<file path="src/rtl/cpu_pkg.sv">
// Shared definitions for the multicycle CPU control path.
//   state_e     : control FSM states
//   ins_class_e : instruction classes produced by opcode_decode
//   OP_*        : opcode field constants (ins[31:21], or its upper bits)
//   ALUOP_*     : encodings sent to alu_control_unit
package cpu_pkg;

  typedef enum logic [3:0] {
    S_FETCH,
    S_DECODE,
    S_EXEC_R,
    S_WB_R,
    S_ADDR,
    S_MEM_RD,
    S_WB_LD,
    S_MEM_WR,
    S_BR_CBZ,
    S_BR_B,
    S_HALT
  } state_e;

  typedef enum logic [2:0] {
    CLS_RTYPE,
    CLS_LDUR,
    CLS_STUR,
    CLS_CBZ,
    CLS_B,
    CLS_ILLEGAL
  } ins_class_e;

  localparam logic [10:0] OP_ADD  = 11'b10001011000;
  localparam logic [10:0] OP_SUB  = 11'b11001011000;
  localparam logic [10:0] OP_AND  = 11'b10001010000;
  localparam logic [10:0] OP_ORR  = 11'b10101010000;
  localparam logic [10:0] OP_LDUR = 11'b11111000010;
  localparam logic [10:0] OP_STUR = 11'b11111000000;
  localparam logic [7:0]  OP_CBZ  = 8'b10110100;   // matched against ins[31:24]
  localparam logic [5:0]  OP_B    = 6'b000101;     // matched against ins[31:26]

  localparam logic [1:0] ALUOP_ADD   = 2'b00;
  localparam logic [1:0] ALUOP_PASSB = 2'b01;
  localparam logic [1:0] ALUOP_FUNCT = 2'b10;

endpackage

</file>
<file path="src/rtl/opcode_decode.sv">
// Combinational opcode classifier.
//   opcode_i : ins[31:21]
//   cls_o    : instruction class (ins_class_e encoding)
module opcode_decode
  import cpu_pkg::*;
(
  input  logic [10:0] opcode_i,
  output logic [2:0]  cls_o
);

  ins_class_e cls;

  always_comb begin
    cls = CLS_ILLEGAL;
    if (opcode_i == OP_ADD || opcode_i == OP_SUB ||
        opcode_i == OP_AND || opcode_i == OP_ORR) begin
      cls = CLS_RTYPE;
    end else if (opcode_i == OP_LDUR) begin
      cls = CLS_LDUR;
    end else if (opcode_i == OP_STUR) begin
      cls = CLS_STUR;
    end else if (opcode_i[10:3] == OP_CBZ) begin
      cls = CLS_CBZ;
    end else if (opcode_i[10:5] == OP_B) begin
      cls = CLS_B;
    end
  end

  assign cls_o = cls;

endmodule

</file>
<file path="src/rtl/multicycle_control.sv">
// Multicycle CPU control FSM.
//   clk, rst   : clock, synchronous active-high reset
//   ins        : instruction register contents (ins[31:21] decoded)
//   zero       : ALU zero flag (used in the CBZ state)
//   mem_ack    : memory completion for the outstanding request
//   mem_req/mem_we, ir_write, pc_write, pc_src, reg_write, mem_to_reg,
//   reg2loc, alusrc, aluop : datapath controls for the current state
//   retire     : one-cycle pulse per completed instruction
//   illegal    : high while halted on an undecodable opcode
module multicycle_control
  import cpu_pkg::*;
(
  input  logic        clk,
  input  logic        rst,
  input  logic [31:0] ins,
  input  logic        zero,
  input  logic        mem_ack,
  output logic        mem_req,
  output logic        mem_we,
  output logic        ir_write,
  output logic        pc_write,
  output logic        pc_src,
  output logic        reg_write,
  output logic        mem_to_reg,
  output logic        reg2loc,
  output logic        alusrc,
  output logic [1:0]  aluop,
  output logic        retire,
  output logic        illegal
);

  state_e     state_q, state_d;
  ins_class_e cls;
  logic [2:0] cls_raw;

  // Only the opcode field matters; the operand bits are intentionally dropped.
  logic unused_ins_bits;
  assign unused_ins_bits = ^ins[20:0];

  opcode_decode u_opcode_decode (
    .opcode_i (ins[31:21]),
    .cls_o    (cls_raw)
  );

  assign cls = ins_class_e'(cls_raw);

  always_ff @(posedge clk) begin
    if (rst) begin
      state_q <= S_FETCH;
    end else begin
      state_q <= state_d;
    end
  end

  // Outputs are gated off while rst is high so an interrupted request
  // (e.g. mid MEM_WR) never shows during the reset cycle.
  always_comb begin
    state_d    = state_q;
    mem_req    = 1'b0;
    mem_we     = 1'b0;
    ir_write   = 1'b0;
    pc_write   = 1'b0;
    pc_src     = 1'b0;
    reg_write  = 1'b0;
    mem_to_reg = 1'b0;
    reg2loc    = 1'b0;
    alusrc     = 1'b0;
    aluop      = ALUOP_ADD;
    retire     = 1'b0;
    illegal    = 1'b0;
    if (!rst) begin
      case (state_q)
        S_FETCH: begin
          mem_req = 1'b1;
          if (mem_ack) begin
            ir_write = 1'b1;
            pc_write = 1'b1;
            state_d  = S_DECODE;
          end
        end
        S_DECODE: begin
          case (cls)
            CLS_RTYPE:          state_d = S_EXEC_R;
            CLS_LDUR, CLS_STUR: state_d = S_ADDR;
            CLS_CBZ:            state_d = S_BR_CBZ;
            CLS_B:              state_d = S_BR_B;
            default:            state_d = S_HALT;
          endcase
        end
        S_EXEC_R: begin
          aluop   = ALUOP_FUNCT;
          state_d = S_WB_R;
        end
        S_WB_R: begin
          reg_write = 1'b1;
          aluop     = ALUOP_FUNCT;
          retire    = 1'b1;
          state_d   = S_FETCH;
        end
        S_ADDR: begin
          alusrc  = 1'b1;
          state_d = (cls == CLS_STUR) ? S_MEM_WR : S_MEM_RD;
        end
        S_MEM_RD: begin
          mem_req = 1'b1;
          alusrc  = 1'b1;
          if (mem_ack) state_d = S_WB_LD;
        end
        S_WB_LD: begin
          reg_write  = 1'b1;
          mem_to_reg = 1'b1;
          retire     = 1'b1;
          state_d    = S_FETCH;
        end
        S_MEM_WR: begin
          mem_req = 1'b1;
          mem_we  = 1'b1;
          reg2loc = 1'b1;
          alusrc  = 1'b1;
          if (mem_ack) begin
            retire  = 1'b1;
            state_d = S_FETCH;
          end
        end
        S_BR_CBZ: begin
          aluop    = ALUOP_PASSB;
          reg2loc  = 1'b1;
          pc_src   = 1'b1;
          pc_write = zero;
          retire   = 1'b1;
          state_d  = S_FETCH;
        end
        S_BR_B: begin
          pc_write = 1'b1;
          pc_src   = 1'b1;
          retire   = 1'b1;
          state_d  = S_FETCH;
        end
        S_HALT: begin
          illegal = 1'b1;
        end
        default: state_d = S_FETCH;
      endcase
    end
  end

endmodule
</file>
<file path="config.mk">
export PLATFORM = sky130hd
export DESIGN_NAME = multicycle_control
export DESIGN_NICKNAME = d
export VERILOG_FILES = /design/src/rtl/cpu_pkg.sv /design/src/rtl/opcode_decode.sv /design/src/rtl/multicycle_control.sv
export SDC_FILE = /design/constraint.sdc
export NUM_CORES = 1
export LEC_CHECK = 0
export ABC_CLOCK_PERIOD_IN_PS = 2900
export BUFFER_PORTS_ARGS = -buffer_cell sky130_fd_sc_hd__buf_2
export CAP_MARGIN = 5
export CORE_MARGIN = 2
export CORE_UTILIZATION = 40
export CTS_BUF_LIST = sky130_fd_sc_hd__clkbuf_8 sky130_fd_sc_hd__clkbuf_16
export CTS_CLUSTER_SIZE = 28
export DETAILED_ROUTE_END_ITERATION = 6
export GPL_TIMING_DRIVEN = 0
export PLACE_DENSITY = 0.85
export SYNTH_ARGS = -nofsm -noshare
export SYNTH_HDL_FRONTEND = slang
export SYNTH_SLANG_ARGS = --single-unit
</file>
<file path="constraint.sdc">
create_clock -name clk -period 2.9 [get_ports clk]
set_clock_uncertainty 0.05 [all_clocks]
set_input_delay 0.58 -clock clk [delete_from_list [all_inputs] [get_ports clk]]
set_output_delay 0.58 -clock clk [all_outputs]
set_load 0.01 [all_outputs]
</file>
# Word-level counts from Yosys, hierarchy flattened
# Index checks and enable logic that the tools add are counted.
[word_totals] wordCells=77 reg_bits=4 out_inout_bits=13 in_bits=36
[op_classes] eq_ne=25 mux=36 n_reduce_logical=14 bitwise=1
[ops] op="$eq 11x11->1 const B" n=6
[ops] op="$pmux 4 s7" n=1
[ops] op="$mux 1" n=22
[ops] op="$eq 4x3->1 const B" n=4
[ops] op="$pmux 4 s4" n=1
[ops] op="$eq 4x4->1 const B" n=3
[ops] op="$mux 3" n=4
[ops] op="$mux 4" n=3
[ops] op="$reduce_or 2->1" n=5
[ops] op="$eq 4x2->1 const B" n=2
[ops] op="$eq 8x8->1 const B" n=1
[ops] op="$eq 3x2->1 const B" n=2
[ops] op="$eq 6x3->1 const B" n=1
[ops] op="$ne 2x2->1 const B" n=3
[ops] op="$reduce_or 3->1" n=2
[ops] op="$eq 4x1->1 const B" n=1
[ops] op="$logic_not 4->1" n=1
[ops] op="$mux 2" n=2
[ops] op="$pmux 2 s2" n=1
[ops] op="$reduce_and 4->1" n=1
[ops] op="$reduce_or 4->1" n=1
[ops] op="$eq 3x1->1 const B" n=1
[ops] op="$eq 3x3->1 const B" n=1
[ops] op="$logic_not 3->1" n=1
[ops] op="4 further kinds" n=6

# Depth between registers and ports, before layout
# Gate-level depths: netlist of run 1.
[depth] word_depth=10 depth_mapped=6 ltp_nobuf=4

# By module
# A second synthesis of run 1 with hierarchy kept.
[hier_totals] hier_cells=88 hier_area_um2=633.1
[modules_own_cells] mod="multicycle_control" n_inst=1 area_each_um2=515.5 cells_each=72 seq_area_each_um2=80.1
[modules_own_cells] mod="opcode_decode" n_inst=1 area_each_um2=117.6 cells_each=16 seq_area_each_um2=0.0

# Worst setup path before layout of run 1
# No wires, ideal clock.
[synth_path] kind="in2out" from="input port rst" to="output port reg2loc" cell_stages=3 slack_ps=937 path_buffers=0 required_time_ps=2270 arrival_time_ps=1333 path_cell_list="or3_4 > or2_4 > o22ai_2"
[synth_via] elab_chain_len=1
[synth_lines] item="from (decl)" line="multicycle_control.sv:14" source="input logic rst,"
[synth_lines] item="$mux 1" line="multicycle_control.sv:71" source="if (!rst) begin"
[synth_lines] item="to (decl)" line="multicycle_control.sv:25" source="output logic reg2loc,"
# No other way between the ends.

# Worst setup path in the final report of run 1
# Same ends and word-level chain as after synthesis.

==> results of run 1 <==
## power by group
part           internal, W  switching (W)
sequential       0.0000680     0.00000672
combinational     0.000115       0.000154
clock            0.0000882      0.0000256
total             0.000271       0.000186
## metal layers
metal  wire (um)  part of all wire
met3         121             0.075
met1         720              0.44
met2         782              0.48
met5           0                 0
met4           0                 0
## worst max-delay path, delay by kind of cell
family	cells	cell delay (ns)
compound gates	1	0.12
buf+inv	2	0.29
simple gates	2	0.61
## kinds of logic after synthesis
| family | after synthesis | synth area share |
|---|---|---|
| AND/OR/NAND/NOR | 49 | 0.481 |
| buffers and inverters | 10 | 0.0872 |
| AO/OA/AOI/OAI | 21 | 0.249 |
| XOR/XNOR | 2 | 0.0298 |
| multiplexers | 1 | 0.0170 |
| flip-flops | 4 | 0.136 |
## cell usage in the layout (no fill, tap or decap), drive strengths merged
| cell | count |
|---|---|
| nor4b | 1 |
| a221oi | 1 |
| o22ai | 1 |
| xor2 | 1 |
| and3 | 1 |
| nor2 | 14 |
| nor3b | 2 |
| o41ai | 1 |
| o21bai | 1 |
| nor3 | 4 |
| a31oi | 1 |
| nand2 | 8 |
| inv | 3 |
| nand3 | 3 |
| clkbuf | 5 |
| nand2b | 4 |
| xnor2 | 1 |
| or2 | 2 |
| o311ai | 1 |
| o21ai | 5 |
| o31ai | 1 |
| a21bo | 1 |
| or3 | 2 |
| mux2i | 1 |
| a211oi | 1 |
| nor4 | 1 |
| a21oi | 6 |
| dfxtp | 4 |
| buf | 32 |
| a21o | 1 |
| nor4bb | 3 |
| and4 | 1 |
| nor2b | 1 |
| nand4 | 2 |
## worst max-delay path by stage
stage                   end       start  cells after the start  slack [ns]
detailed placement  reg2loc         rst                      5        0.66
CTS                 reg2loc         rst                      5        0.66
floorplan           reg2loc         rst                      3        0.94
finish              reg2loc         rst                      5        0.66
global route        reg2loc  state_q[2]                      5        0.61
global placement    reg2loc         rst                      5        0.67
## through the flow
| stage | util | hold WS [ns] | std cells | setup slack (ns) | cell area [sq um] |
|---|---|---|---|---|---|
| final | 0.587 | 0.594 | 132 | 0.658 | 783 |
| after global routing | 0.587 | 0.603 | 132 | 0.608 | 783 |
| after CTS | 0.587 | 0.593 | 132 | 0.657 | 783 |
| after detailed placement | 0.556 | 0.588 | 129 | 0.657 | 742 |
| after global placement | 0.556 | 0.569 | 129 | 0.667 | 742 |
| after floorplan | - | 0.540 | 87 | 0.937 | 588 |
## final cells by class
class | instances | share of cell area
multi-input cells | 73 | 0.583
flip-flops and latches | 4 | 0.102
well taps | 15 | 0.0240
clock buffers | 3 | 0.0527
inverters | 3 | 0.0144
plain buffers | 7 | 0.0511
repair buffers | 27 | 0.173
==> out/qor.txt, run 1 <==
Tcrit/Tclk final: 0.773
Synth top cells by count: nor2_1, nand2_1, a21oi_1
Setup Viol. Count Final: 0
reg2reg end: state_q[1]
Final #Nets: 155
WS Path Type: input port to primary output
Post-synth EDFFs: 0
top cell type's share of synthesized area: 0.136
Worst Hold End: state_q[2]
DR vias/cell: 5.65
status: finished, final reports clean
met1 Track Usage GR: 0.230
total iterations of the first detailed-routing run: 4
unrepaired setup endpoints after global routing: no
count of cell types in the netlist: 39
pin count of the biggest net entering global routing: 11
Synth area leader: dfxtp_1
WL final: 1620 um
crit path max fanout: 8
CTS tree: done
CP arrival: 1.61 ns
Async SR Flop Fraction: 0
num rows: 13
Power, Total: 0.000457 W
met3 GRT Util: 0.0560
fillcell total: 137
Biggest register: state_q
post-synth net total: 123
Post-CTS Setup Bufs: 0
Top Registers: state_q x4
Slew @ Worst Pin: 0.397 ns
effective utilization at floorplan: 0.441
PortBufs: 27
GR Overflow Total: 0
CTS H-tree depth: 1
clock sinks: 4
Setup crit start kind: input port
cells along the critical path: buf_2 > or3_4 > or2_4 > o22ai_2 > buf_2
die area: 0.00179 sq mm
Crit path largest cell delay: 0.36 ns
CTS Buf Count: 3
layout cells sized above 1: 0.376
worst hold path type: flip-flop to flip-flop
Yosys Warn Count: 0
drt wl/cell: 12.3 um
initial antenna violation count: 0
worst reg2reg startpoint: state_q[3]
Peak VDD IR: 0.000380 V
final hold viol count: 0
worst skew pair latency: 0.21 ns
number of remaining DRC errors: 0
Die H: 42.3 um
global-route usage over all layers: 0.180
DRT antenna net count: 0
vias in the first global route: 634
root buffer cell: clkbuf_8
core area: 0.00133 sq mm
Setup TNS: 0 ns
vias: 746
top_reg_cell synth: dfxtp_1
WP data required: 2.27 ns
clk slew on worst S/H paths: 0.03 ns
placer congestion estimate: 0.830
HPWL Detailed: 1300 um
R2R depth: 4
CTS-repair resized insts: 0
Multi-input gate area: 457 sq um
Ant. Diodes: 0
count leader, synth: nor2_1
Top Usage Layer GRT: met2
Final Critical Period: 2.24 ns
hold path cells: 4
Slew Viols, Final: 0
power per cell area: 584 mW/mm^2
HP Start: state_q[0]
I/O pins: 49
Max Cap Violations: 0
CTS Hold Buffers Added: 0
CP Capture Type: primary output
Highest Clock Rate: 446 MHz
main area contributors after synthesis: dfxtp_1, nor2_1, a21oi_1
Mapped Cells: 87
leakage dissipation: 0.384 nW
max reg flops: 4
Seq/Total Area, Yosys: 0.136
most frequent CP cell: buf_2
Crit-path slowest cell: or3_4
first-pass GRT wire length: 2570 um
relative slew slack: 0.735
Die Wd: 42.3 um
setup slack, reg-to-reg: 1.45 ns
Mapped Area: 588 sq um
CTS max path bufs: 2
register area: 80.1 sq um
synthesized area per cell: 6.76 sq um
Area Overhead vs Synth: 33.2%
Detailed Route Iter0 Violations: 30
GR Util met2: 0.292
Seq cells post-synth: 4
(Power assumes the default switching activity.)
==> run 2: changes to the inputs <==
--- a/config.mk
+++ b/config.mk
@@ -5,16 +5,17 @@
 export SDC_FILE = /design/constraint.sdc
 export NUM_CORES = 1
 export LEC_CHECK = 0
-export ABC_CLOCK_PERIOD_IN_PS = 2900
+export ABC_AREA = 1
+export ABC_CLOCK_PERIOD_IN_PS = 2130
 export BUFFER_PORTS_ARGS = -buffer_cell sky130_fd_sc_hd__buf_2
 export CAP_MARGIN = 5
 export CORE_MARGIN = 2
-export CORE_UTILIZATION = 40
+export CORE_UTILIZATION = 37
 export CTS_BUF_LIST = sky130_fd_sc_hd__clkbuf_8 sky130_fd_sc_hd__clkbuf_16
 export CTS_CLUSTER_SIZE = 28
 export DETAILED_ROUTE_END_ITERATION = 6
 export GPL_TIMING_DRIVEN = 0
-export PLACE_DENSITY = 0.85
+export PLACE_DENSITY = 0.81
 export SYNTH_ARGS = -nofsm -noshare
 export SYNTH_HDL_FRONTEND = slang
 export SYNTH_SLANG_ARGS = --single-unit
==> constraint.sdc (replaced) <==
create_clock -name clk -period 2.13 [get_ports clk]
set_clock_uncertainty 0.05 [all_clocks]
set_input_delay 0.426 -clock clk [delete_from_list [all_inputs] [get_ports clk]]
set_output_delay 0.426 -clock clk [all_outputs]
set_load 0.01 [all_outputs]
==> run 2 against run 1 <==
Effect of this change:
- worst hold slack worse by 0.069 ns
- die area rose by 3.0%
- sequential share of layout area rose by 0.34 points
- synthesized cell count is 31% higher
- register-to-register slack worse by 0.59 ns
- count of clock-buffer cells in the layout unchanged
- critical endpoint is now retire
- flip-flop and latch count stayed put
- combinational power is 19% higher
- core utilization down 7.2 points
- critical path depth is 2 higher
- final cell count is 21% higher
==> out/qor.txt, run 2 <==
CTS tree: done
max reg flops: 4 (unchanged)
CP arrival: 1.35 ns (-0.26 ns)
status: finished, final reports clean
Final #Nets: 182 (+17%)
first-pass GRT wire length: 2490 um (-3.2%)
pre-CTS setup slack: 0.496 ns (-0.161 ns)
Die Wd: 43.0 um (+1.5%)
Mapped Area: 562 sq um (-4.5%)
Seq/Total Area, Yosys: 0.143 (+0.00637)
Async SR Flop Fraction: 0 (unchanged)
Yosys Warn Count: 0 (unchanged)
Tcrit/Tclk final: 0.860
unrepaired setup endpoints after global routing: no
Die H: 43.0 um (+1.5%)
main area contributors after synthesis: nand2_1, nor2_1, dfxtp_1
CP Capture Type: primary output
total iterations of the first detailed-routing run: 4 (unchanged)
worst skew pair latency: 0.21 ns (about the same)
Detailed Route Iter0 Violations: 12 (-60%)
DR vias/cell: 4.99 (-12%)
most common cell after layout, fill and taps aside: nand2_1
final hold viol count: 0 (unchanged)
root buffer cell: clkbuf_8
vias: 798 (+7.0%)
CTS H-tree depth: 1 (unchanged)
Power, Total: 0.000606 W (+33%)
top_reg_cell synth: dfxtp_1
global-route usage over all layers: 0.168 (-0.0125)
Mapped Cells: 114 (+31%)
Synth area leader: nand2_1
design area: 758 sq um (-3.2%)
Setup TNS: 0 ns (unchanged)
Setup Viol. Count Final: 0 (unchanged)
top cell type's share of synthesized area: 0.200 (+0.0643)
Highest Clock Rate: 546 MHz
Slew Viols, Final: 0 (unchanged)
layout cells sized above 1: 0.285 (-0.0913)
CTS max path bufs: 2 (unchanged)
clk slew on worst S/H paths: 0.03 ns (about the same)
Area Overhead vs Synth: 35.0%
drt wl/cell: 9.22 um (-25%)
power per cell area: 800 mW/mm^2 (+37%)
clock sinks: 4 (unchanged)
PortBufs: 27 (unchanged)
core area: 0.00147 sq mm (+10%)
WS Path Type: flip-flop to primary output
synthesized area per cell: 4.93 sq um (-27%)
CTS-repair resized insts: 0 (unchanged)
DRT antenna net count: 0 (unchanged)
Ant. Diodes: 0 (unchanged)
initial antenna violation count: 0 (unchanged)
relative slew slack: 0.742 (+0.00702)
Setup crit start kind: flip-flop
WL final: 1480 um (-9.2%)
Post-synth EDFFs: 0 (unchanged)
leakage dissipation: 0.450 nW (+17%)
final worst setup slack: 0.299 ns (-0.358 ns)
vias in the first global route: 660 (+4.1%)
HPWL Detailed: 1230 um (-5.5%)
Final Critical Period: 1.83 ns
Post-CTS Setup Bufs: 0 (unchanged)
Peak VDD IR: 0.000484 V (+27%)
WP data required: 1.65 ns (-0.62 ns)
crit path max fanout: 6 (-2)
worst hold path type: flip-flop to flip-flop
die area: 0.00185 sq mm (+3.0%)
Max Cap Violations: 0 (unchanged)
most frequent cells in the layout: nand2_1, nor2_1, buf_2
effective utilization at floorplan: 0.382 (-0.0591)
pin count of the biggest net entering global routing: 11 (unchanged)
placed cell area: 717 sq um (-3.4%)
Worst Hold Margin: 0.525 ns (-0.0690 ns)
Slew @ Worst Pin: 0.387 ns (-0.0105 ns)
Seq cells post-synth: 4 (unchanged)
num rows: 14 (+1)
CTS Hold Buffers Added: 0 (unchanged)
Top Registers: state_q x4
Synth top cells by count: nand2_1, nor2_1, inv_1
GR Overflow Total: 0 (unchanged)
count of cell types in the netlist: 19 (-51%)
count leader, synth: nand2_1
number of remaining DRC errors: 0 (unchanged)
placer congestion estimate: 0.858 (+3.4%)
I/O pins: 49 (unchanged)
CTS Buf Count: 3 (unchanged)
post-synth net total: 150 (+22%)
Biggest register: state_q
run 2: logic make-up after synthesis:
kind of cell	Yosys count	synth area share
AOI/OAI and AO/OA	13	0.140
buffers and inverters	20	0.134
DFF	4	0.143
and+or+nand+nor	77	0.584
run 2: path summary, 6_finish.rpt:
kind | startpoint | endpoint | slack, ns | cells after the start
max | state_q[2] | retire | 0.30 | 7
min | state_q[1] | state_q[1] | 0.53 | 2
max reg2reg | state_q[2] | state_q[1] | 0.86 | 7
min reg2reg | state_q[1] | state_q[1] | 0.53 | 2
run 2: metrics by stage:
stage	instances	util
floorplan	114	-
global placement	157	0.487
detailed placement	157	0.487
CTS	160	0.515
global route	160	0.515
finish	160	0.515
run 2: power breakdown:
part	switching [W]	internal [W]	leakage, nW	total, W
clock	0.0000353	0.000120	0.0216	0.000155
combinational	0.000203	0.000119	0.395	0.000321
sequential	0.0000340	0.0000956	0.0327	0.000130
total	0.000272	0.000334	0.450	0.000606
run 2: area by class of cell:
type                    instances  area [sq um]
fillers                       149           713
multi-input cells              90           407
repair buffers                 27           135
flip-flops and latches          4          80.1
inverters                      19          71.3
clock buffers                   3          41.3
well taps                      16          20.0
plain buffers                   1          3.75
run 2: worst max-delay path, cell delays in order (launching register included):
cell     delay, ns
dfxtp_1       0.42
nand2_1       0.14
inv_1         0.09
nand2_1       0.10
nor2_2        0.11
a21oi_1       0.07
o21ai_1       0.08
buf_2         0.14
run 2: per-layer routing:
layer | up-vias | wire [um] | track usage
met3 | 0 | 13 | 0.0128
met4 | 0 | 0 | 0.0545
li1 | 422 | - | -
met1 | 371 | 677 | 0.223
met5 | - | 0 | 0
met2 | 5 | 785 | 0.285
